==> config.mk <==
export PLATFORM = sky130hd
export DESIGN_NAME = nand_ecc_correct
export DESIGN_NICKNAME = d
export VERILOG_FILES = /design/src/rtl/nand_ecc_correct.sv
export SDC_FILE = /design/constraint.sdc
export NUM_CORES = 1
export LEC_CHECK = 0
export ABC_AREA = 1
export CAP_MARGIN = 20
export CORE_MARGIN = 10
export CORE_UTILIZATION = 40
export CTS_CLUSTER_DIAMETER = 50
export CTS_CLUSTER_SIZE = 16
export DETAILED_ROUTE_END_ITERATION = 6
export GPL_TIMING_DRIVEN = 0
export PLACE_DENSITY_LB_ADDON = 0.25
export SLEW_MARGIN = 25
export SYNTH_ARGS = -nofsm -noshare
export SYNTH_HDL_FRONTEND = slang
export SYNTH_SLANG_ARGS = --single-unit
==> constraint.sdc <==
create_clock -name clk -period 14.6 [get_ports clk]
set_clock_uncertainty 0.2 [all_clocks]
set_input_delay 3.65 -clock clk [delete_from_list [all_inputs] [get_ports clk]]
set_output_delay 3.65 -clock clk [all_outputs]
set_load 0.02 [all_outputs]
==> src/rtl/nand_ecc_correct.sv <==
// Read-path ECC checker/corrector: classifies the stored^calc syndrome and flips a single bad data bit in page RAM.
// Latency: done 2 cycles after start (clean/ECC-field/uncorrectable), 5 cycles when a read-modify-write correction runs.
// Backpressure: none; start is only sampled in IDLE and ignored while busy.
module nand_ecc_correct #(
    parameter int ADDR_W = 9
) (
    input  logic              clk,
    input  logic              rst_n,
    input  logic              start,
    input  logic [23:0]       stored_ecc,
    input  logic [23:0]       calc_ecc,
    input  logic [ADDR_W-1:0] base_addr,
    output logic [ADDR_W-1:0] ram_addr,
    input  logic [31:0]       ram_rdata,
    output logic [31:0]       ram_wdata,
    output logic              ram_we,
    output logic              busy,
    output logic              done,
    output logic [1:0]        err_status,
    output logic [8:0]        err_byte,
    output logic [2:0]        err_bit
);

    typedef enum logic [2:0] {
        IDLE,
        CHECK,
        READ,
        WAIT,
        WRITE,
        DONE
    } state_t;

    state_t            state;
    logic [23:0]       syn;
    logic [ADDR_W-1:0] base;

    logic [11:0]       loc;
    logic [11:0]       pair_x;
    logic [1:0]        cls;
    logic [ADDR_W-1:0] target;
    logic [4:0]        bit_pos;
    logic [31:0]       flip_mask;

    // loc gathers the P_k bits; a single data-bit error makes every P_k/P_k' pair disagree.
    always_comb begin
        loc    = '0;
        pair_x = '0;
        for (int k = 0; k < 12; k++) begin
            loc[k]    = syn[2*k+1];
            pair_x[k] = syn[2*k+1] ^ syn[2*k];
        end
    end

    always_comb begin
        if (syn == 24'd0)
            cls = 2'd0;
        else if (&pair_x)
            cls = 2'd1;
        else if ($countones(syn) == 1)
            cls = 2'd2;
        else
            cls = 2'd3;
    end

    assign target    = base + ADDR_W'(loc[11:5]);
    assign bit_pos   = {err_byte[1:0], err_bit};
    assign flip_mask = 32'h1 << bit_pos;

    always_ff @(posedge clk or negedge rst_n) begin
        if (!rst_n) begin
            state      <= IDLE;
            syn        <= '0;
            base       <= '0;
            ram_addr   <= '0;
            ram_wdata  <= '0;
            ram_we     <= 1'b0;
            busy       <= 1'b0;
            done       <= 1'b0;
            err_status <= 2'd0;
            err_byte   <= '0;
            err_bit    <= '0;
        end else begin
            case (state)
                IDLE: begin
                    if (start) begin
                        syn   <= stored_ecc ^ calc_ecc;
                        base  <= base_addr;
                        busy  <= 1'b1;
                        state <= CHECK;
                    end
                end
                CHECK: begin
                    err_status <= cls;
                    if (cls == 2'd1) begin
                        err_byte <= loc[11:3];
                        err_bit  <= loc[2:0];
                        ram_addr <= target;
                        state    <= READ;
                    end else begin
                        err_byte <= '0;
                        err_bit  <= '0;
                        done     <= 1'b1;
                        state    <= DONE;
                    end
                end
                READ: begin
                    state <= WAIT;
                end
                WAIT: begin
                    ram_wdata <= ram_rdata ^ flip_mask;
                    ram_we    <= 1'b1;
                    state     <= WRITE;
                end
                WRITE: begin
                    ram_we <= 1'b0;
                    done   <= 1'b1;
                    state  <= DONE;
                end
                DONE: begin
                    done     <= 1'b0;
                    busy     <= 1'b0;
                    ram_addr <= '0;
                    state    <= IDLE;
                end
                default: begin
                    state <= IDLE;
                end
            endcase
        end
    end

endmodule

==> Yosys cells after proc, flatten, opt, wreduce, memory -nomap -nowiden <==
Index checks and enable logic that the tools add are counted.
{ "op_classes": {"n_bitwise": 14, "mux": 15, "n_addsub": 24, "n_reduce_logical": 11, "eq_ne": 10, "n_shift": 1} }
{ "ops": {"columns": ["op", "n"], "rows": [
  ["left shift 1 x 5 -> 32 bit (first input constant)", 1],
  ["XOR 32 bit", 1],
  ["adder 1 x 1 -> 2 bit", 12],
  ["zero test 24 bit", 1],
  ["XOR 24 bit", 1],
  ["adder 2 x 2 -> 3 bit", 6],
  ["two-way mux 9 bit", 2],
  ["case mux 9 bit (2 select lines)", 1],
  ["case mux 3 bit (5 select lines)", 1],
  ["adder 3 x 3 -> 4 bit", 3],
  ["AND reduction 12 bit", 1],
  ["XOR 1 bit", 12],
  ["adder 9 x 7 -> 9 bit", 1],
  ["two-way mux 3 bit", 3],
  ["AND reduction 2 bit", 4],
  ["adder 5 x 4 -> 6 bit", 1],
  ["== test 3 x 2 -> 1 bit (second input constant)", 2],
  ["== test 3 bit (second input constant)", 2],
  ["== test 6 x 1 -> 1 bit (second input constant)", 1],
  ["inequality test 2 bit (second input constant)", 3],
  ["nonzero test 2 bit", 3],
  ["adder 4 x 4 -> 5 bit", 1],
  ["two-way mux 2 bit", 2],
  ["case mux 1 bit (2 select lines)", 2],
  ["other kinds (6)", 8]
]} }
{ "totals": {"register_bits": 94, "elab_cells": 86, "inputBits": 92} }

==> Longest topological paths before layout <==
{ "depth": {"ltp_word": 12, "ltp_mapped": 20} }

==> Worst setup path after synthesis <==
No wires, ideal clock.
{ "synth_path": {"path_kind": "register -> register", "start": "register syn[11]", "end": "register err_bit[2]", "period_less_slack_ps": 4644, "path_stages_with_launch": 19, "arrival_ps": 4317, "path_slack_ps": 9956, "n_path_buf": 1, "path_cell_list": "dfrtp_1 -> fa_1 -> inv_1 -> fa_1 -> inv_1 -> fa_1 -> fa_1 -> inv_1 -> fa_1 -> inv_1 -> ha_1 -> fa_1 -> nor2_1 -> nand2_1 -> nor2_1 -> nand3_1 -> nand3_4 -> buf_2 -> o21ai_0"} }
{ "synth_via": {"elab_chain_len": 11, "word_cells_on_any_way": 14, "classes_between": "add/sub: 5; eq/ne: 2; mux: 4; bitwise: 1; reduce/logical: 2"} }
{ "synth_rtl": {"columns": ["item", "line", "rtl"], "rows": [
  ["start, declared", "34", "logic [23:0] syn;"],
  ["start signal, assigned", "86", "syn <= stored_ecc ^ calc_ecc;"],
  ["adder 1 x 1 -> 2 bit (not written as such)", "59", "else if ($countones(syn) == 1)"],
  ["adder 2 x 2 -> 3 bit (not written as such)", "59", null],
  ["adder 3 x 3 -> 4 bit (not written as such)", "59", null],
  ["adder 4 x 4 -> 5 bit (not written as such)", "59", null],
  ["adder 5 x 4 -> 6 bit (not written as such)", "59", null],
  ["== test 6 x 1 -> 1 bit", "59", null],
  ["two-way mux 1 bit", "59", null],
  ["two-way mux 2 bit", "57", "else if (&pair_x)"],
  ["two-way mux 2 bit (*)", "55", "if (syn == 24'd0)"],
  ["== test 2 x 1 -> 1 bit (*)", "94", "if (cls == 2'd1) begin"],
  ["two-way mux 3 bit (*)", "94", null],
  ["end signal, assigned", "96", "err_bit <= loc[2:0];"],
  ["end, declared", "21", "output logic [2:0] err_bit"]
]} }
Mark *: on every way between the ends. The rest lies on a longest branch, timed or not.
A chain may end at the register's enable or synchronous reset.

==> Worst setup path in the final report <==
{ "layout_path": {"start": "register err_bit[1]", "end": "output err_bit[1]"} }
No word-level cell between the ends.

==> reports/qor.txt <==
Ant. Diodes: 0
CP Class: flip-flop to primary output
CP max FO: 6
GPL Wtd Cong: 0.851
Filler cells: 1242
mapped cell area: 5470 sq um
Worst Path Buf+Inv: 1
Remaining Overflow, GRT: 0
Yosys top cell by area: dfrtp_1
design area: 7500 sq um
final wirelength: 15200 um
leakage: 3.46 nW
WHS Path Cells: 2
cells after synthesis: 637
boundary pin count: 150
DRT Pass-1 Iters: 4
vias per std cell: 4.81
Crit path max-delay family: buffers and inverters
Final Hold Vio Count: 0
worst slack at placement: 9.13 ns
total core area: 13300 sq um
Die X: 137 um
placed cell count: 963
measured slew at the worst slew-check pin: 0.633 ns
later-pin clock latency in the skew report: 0.34 ns
setup_tns: 0 ns
Period minus WS final: 5.32 ns
GRT Overall Usage: 0.164
sequential area share after synthesis: 0.430
Post-CTS Setup Bufs: 0
placed inst area: 7210 sq um
FP Rows: 42
Yosys cell types: 26
# resized after CTS: 0
Req. time, crit path: 10.75 ns
final setup vio count: 0
largest cells by area after synthesis: dfrtp_1, nand2_1, xor2_1, fa_1, ha_1
final hold slack: 0.277 ns
critical path, cell by cell: clkdlybuf4s50_1
Via Count: 4711
post-synth top area share: 0.430
fin crit share: 0.364
final slew viol count: 0
status: finished clean
first-pass GRT wire length: 24500 um
Bufs on Longest Clock Path: 2
layout cells sized above 1: 0.0498
Area Overhead vs Synth: 37.0%
final worst setup slack: 9.28 ns
largest net degree at the start of global routing: 77
number of port buffers: 149
clk sink count: 94
RSZ-0062 raised after global routing: no
commonest non-fill, non-tap cell in the layout: nand2_1
flops & latches, synth: 94
Syn Area/Cell: 8.59 sq um
H-tree Lvls: 3
CTS tree: built
worst vdd ir: 373 uV
Syn. warnings: 0
Max-cap violations: 0
Nets: 933
FF-to-FF path depth: 18
syn_nets: 772
CTS Hold Bufs: 0
dpl hpwl: 12200 um
initial DRC count: 272
CP startpoint kind: flip-flop
number of global-route vias before repair: 4871
most frequent cells in the layout: nand2_1, clkdlybuf4s50_1, dfrtp_1
Critical Path Slowest Stage Cell: clkdlybuf4s50_1
Starting Density: 0.410
CTS root buffer: clkbuf_16
crit-path max cell delay: 0.66 ns
worst hold path class: flip-flop to flip-flop
routed len/inst: 15.5 um
Peak Freq: 188 MHz
Worst-path clk slew: 0.07 ns
Worst setup EP type: primary output
cts bufs inserted: 9
Die ar.: 18800 sq um
initial antenna violation count: 0
WP depth: 1
Cell Pwr Density: 253 nW/um^2
non-filler instance count after layout: 979
Final ANT Viol Nets: 0
chip height: 137 um
Slew HR: 0.575
DRC: 0
Critical Path AT: 1.47 ns
-- flip-flops by register name, indices dropped and copies added (netlist names) --
register and count:
busy 1, syn 24, done 1, err_bit 3, ram_wdata 32, err_byte 9, ram_addr 9, ram_we 1
err_status 2, base 9, state 3
-- final cells by class --
class / instances / area (sq um) / area share
timing repair buffer: 150 / 1520 / 0.203
multi-input combinational: 441 / 2700 / 0.360
clock buffer: 11 / 253 / 0.0337
tap: 176 / 220 / 0.0294
sequential: 94 / 2350 / 0.314
buffer: 21 / 116 / 0.0155
clock inverter: 5 / 33.8 / 0.00450
inverter: 81 / 304 / 0.0405
-- per-layer routing --
metal / share of wire / track usage / vias up
met1: 0.43 / 0.208 / 2216
met2: 0.48 / 0.268 / 143
li1: - / - / 2331
met4: 0.018 / 0.0550 / 0
met5: 0 / 0 / -
met3: 0.073 / 0.0407 / 21
-- synth_stat cells --
cell        n
nor3_1      4
nor2_1     22
buf_6       3
clkinv_1    1
buf_1       1
xnor2_1    10
nand3_1    37
ha_1       25
nand4_1    10
o21ai_1    20
buf_2      12
o31ai_1     1
a21oi_1     5
clkbuf_1    5
nor3_4      2
nand3_4     1
nand3b_1    3
xor2_1     49
o21ai_0    54
dfrtp_1    94
fa_1       18
a22o_1      1
inv_2       4
inv_1      76
a21boi_0    1
nand2_1   178
-- through the flow --
stage / utilization / total power, mW
floorplan: - / 1.34
global placement: 0.538 / 1.64
finish: 0.562 / 1.90
detailed placement: 0.540 / 1.67
global route: 0.562 / 2.18
CTS: 0.562 / 1.91
-- final timing paths --
check,slack [ns],from,endpoint
hold / removal,0.28,busy,busy
max in group asynchronous,10.64,rst_n,base[8]
min in group asynchronous,2.94,rst_n,ram_wdata[21]
hold reg to reg,0.28,busy,busy
setup / recovery,9.28,err_bit[1],err_bit[1]
setup reg to reg,9.48,syn[11],ram_addr[5]
-- power breakdown --
part	internal (mW)	total, mW	switching, mW	leakage, nW
Clock	0.125	0.226	0.102	0.138
Sequential	0.315	0.353	0.0377	1.08
Combinational	0.538	1.32	0.780	2.24
Total	0.977	1.90	0.919	3.46
-- cells by family (layout without fill, tap and decap cells) --
kind of cell	after synthesis	in the layout	share of synthesized area
flip-flops	94	94	0.430
AND/OR/NAND/NOR	257	257	0.199
XOR/XNOR	59	59	0.0944
adder cells (fa/ha/maj)	43	43	0.123
AO/OA/AOI/OAI	82	82	0.0766
buffers and inverters	102	268	0.0768
Power figures use the tool's default switching activity.
==> variant (same settings) <==
The parameter `ADDR_W` goes from 9 to 10.
--- a/src/rtl/nand_ecc_correct.sv
+++ b/src/rtl/nand_ecc_correct.sv
@@ -2,7 +2,7 @@
 // Latency: done 2 cycles after start (clean/ECC-field/uncorrectable), 5 cycles when a read-modify-write correction runs.
 // Backpressure: none; start is only sampled in IDLE and ignored while busy.
 module nand_ecc_correct #(
-    parameter int ADDR_W = 9
+    parameter int ADDR_W = 10
 ) (
     input  logic              clk,
     input  logic              rst_n,
Ports: changed (resized base_addr and ram_addr); port bits go from 150 to 152. The function was not compared with the original's and may differ.
==> variant against the original RTL <==
Clock power is 6% higher; setup slack worse by 0.056 ns; cell area is 2.6% higher; area after synthesis is 3.0% higher; critical path depth stayed put; non-clock buffer count is 5 higher; routed wire length is 6.3% higher; sequential cell count is 2 higher; hold slack better by 0.0033 ns; total power is 0.97% higher; critical endpoint is now err_bit[0]; highest routed layer unchanged.
==> variant: results (changes against the original RTL) <==
metric	value	unit	change
pre_cts_ws	9.39	ns	was 9.13 ns
yosysUniqueCellTypes	29		was 26
synth_seq_area_share	42.6	%	was 43.0%
hpwlAfterDp	13000	µm	was 12200 µm
synth_area_leaders	dfrtp_1 (43%), nand2_1 (11%), xor2_1 (9.0%)		was dfrtp_1 (43%), nand2_1 (12%), xor2_1 (7.8%)
nMultiInputCombCells	444		was 441
nNonClkBuffers	176		was 171
vias	4858		was 4711
grt_pass1_wl	26000	µm	was 24500 µm
outcome	completed		unchanged
met2_usage	28.4	%	was 26.8%
dr.pass1.iters	5		was 4
buffer_area_share	21.8	%	about the same
synth_common_cells	nand2_1 (164), dfrtp_1 (96), inv_1 (79), o21ai_0 (66), xor2_1 (58)		was nand2_1 (178), dfrtp_1 (94), inv_1 (76), o21ai_0 (54), xor2_1 (49)
grt_pass1_vias	5046		was 4871
wl_met3	1110	µm	was 1120 µm
slowest_delay	0.68	ns	was 0.66 ns
synth_seq_cells	96		was 94
peakVddDrop	0.000383	V	was 0.000373 V
clk_share	3.76	%	was 3.82%
final_layout_size_suffix_gt1_share	7.13	%	was 4.98%
nFillCells	1250		was 1242
port_buffers	151		was 149
seq_share	31.2	%	was 31.4%
drt_iter0_drc	382		was 272
variant: stage by stage:
stage	total power, µW	instances	instance area (µm²)
after floorplan	1340	646	5640
after global placement	1620	977	7370
after detailed placement	1690	978	7400
after CTS	1940	994	7690
after global routing	2150	994	7690
final	1920	994	7690
variant: final timing paths:
path | endpoint | start | slack [ns] | cells past startpoint
worst max-delay path | err_bit[0] | err_bit[0] | 9.23 | 1
worst min-delay path | base[6] | base[6] | 0.28 | 2
worst max register to register | err_byte[2] | syn[5] | 9.66 | 18
worst min register to register | base[6] | base[6] | 0.28 | 2
max in group asynchronous | syn[13] | rst_n | 10.59 | 2
min in group asynchronous | ram_wdata[30] | rst_n | 2.97 | 1
variant: cell families (layout without fill, tap and decap cells):
family	count (synthesis)	after routing	synth area share (%)
and+or+nand+nor	252	252	19.6
DFF	96	96	42.6
AOI/OAI and AO/OA	90	90	8.81
xor gates and xnor gates	59	59	9.17
adders and majority gates	43	43	11.9
buffers and inverters	106	274	7.88
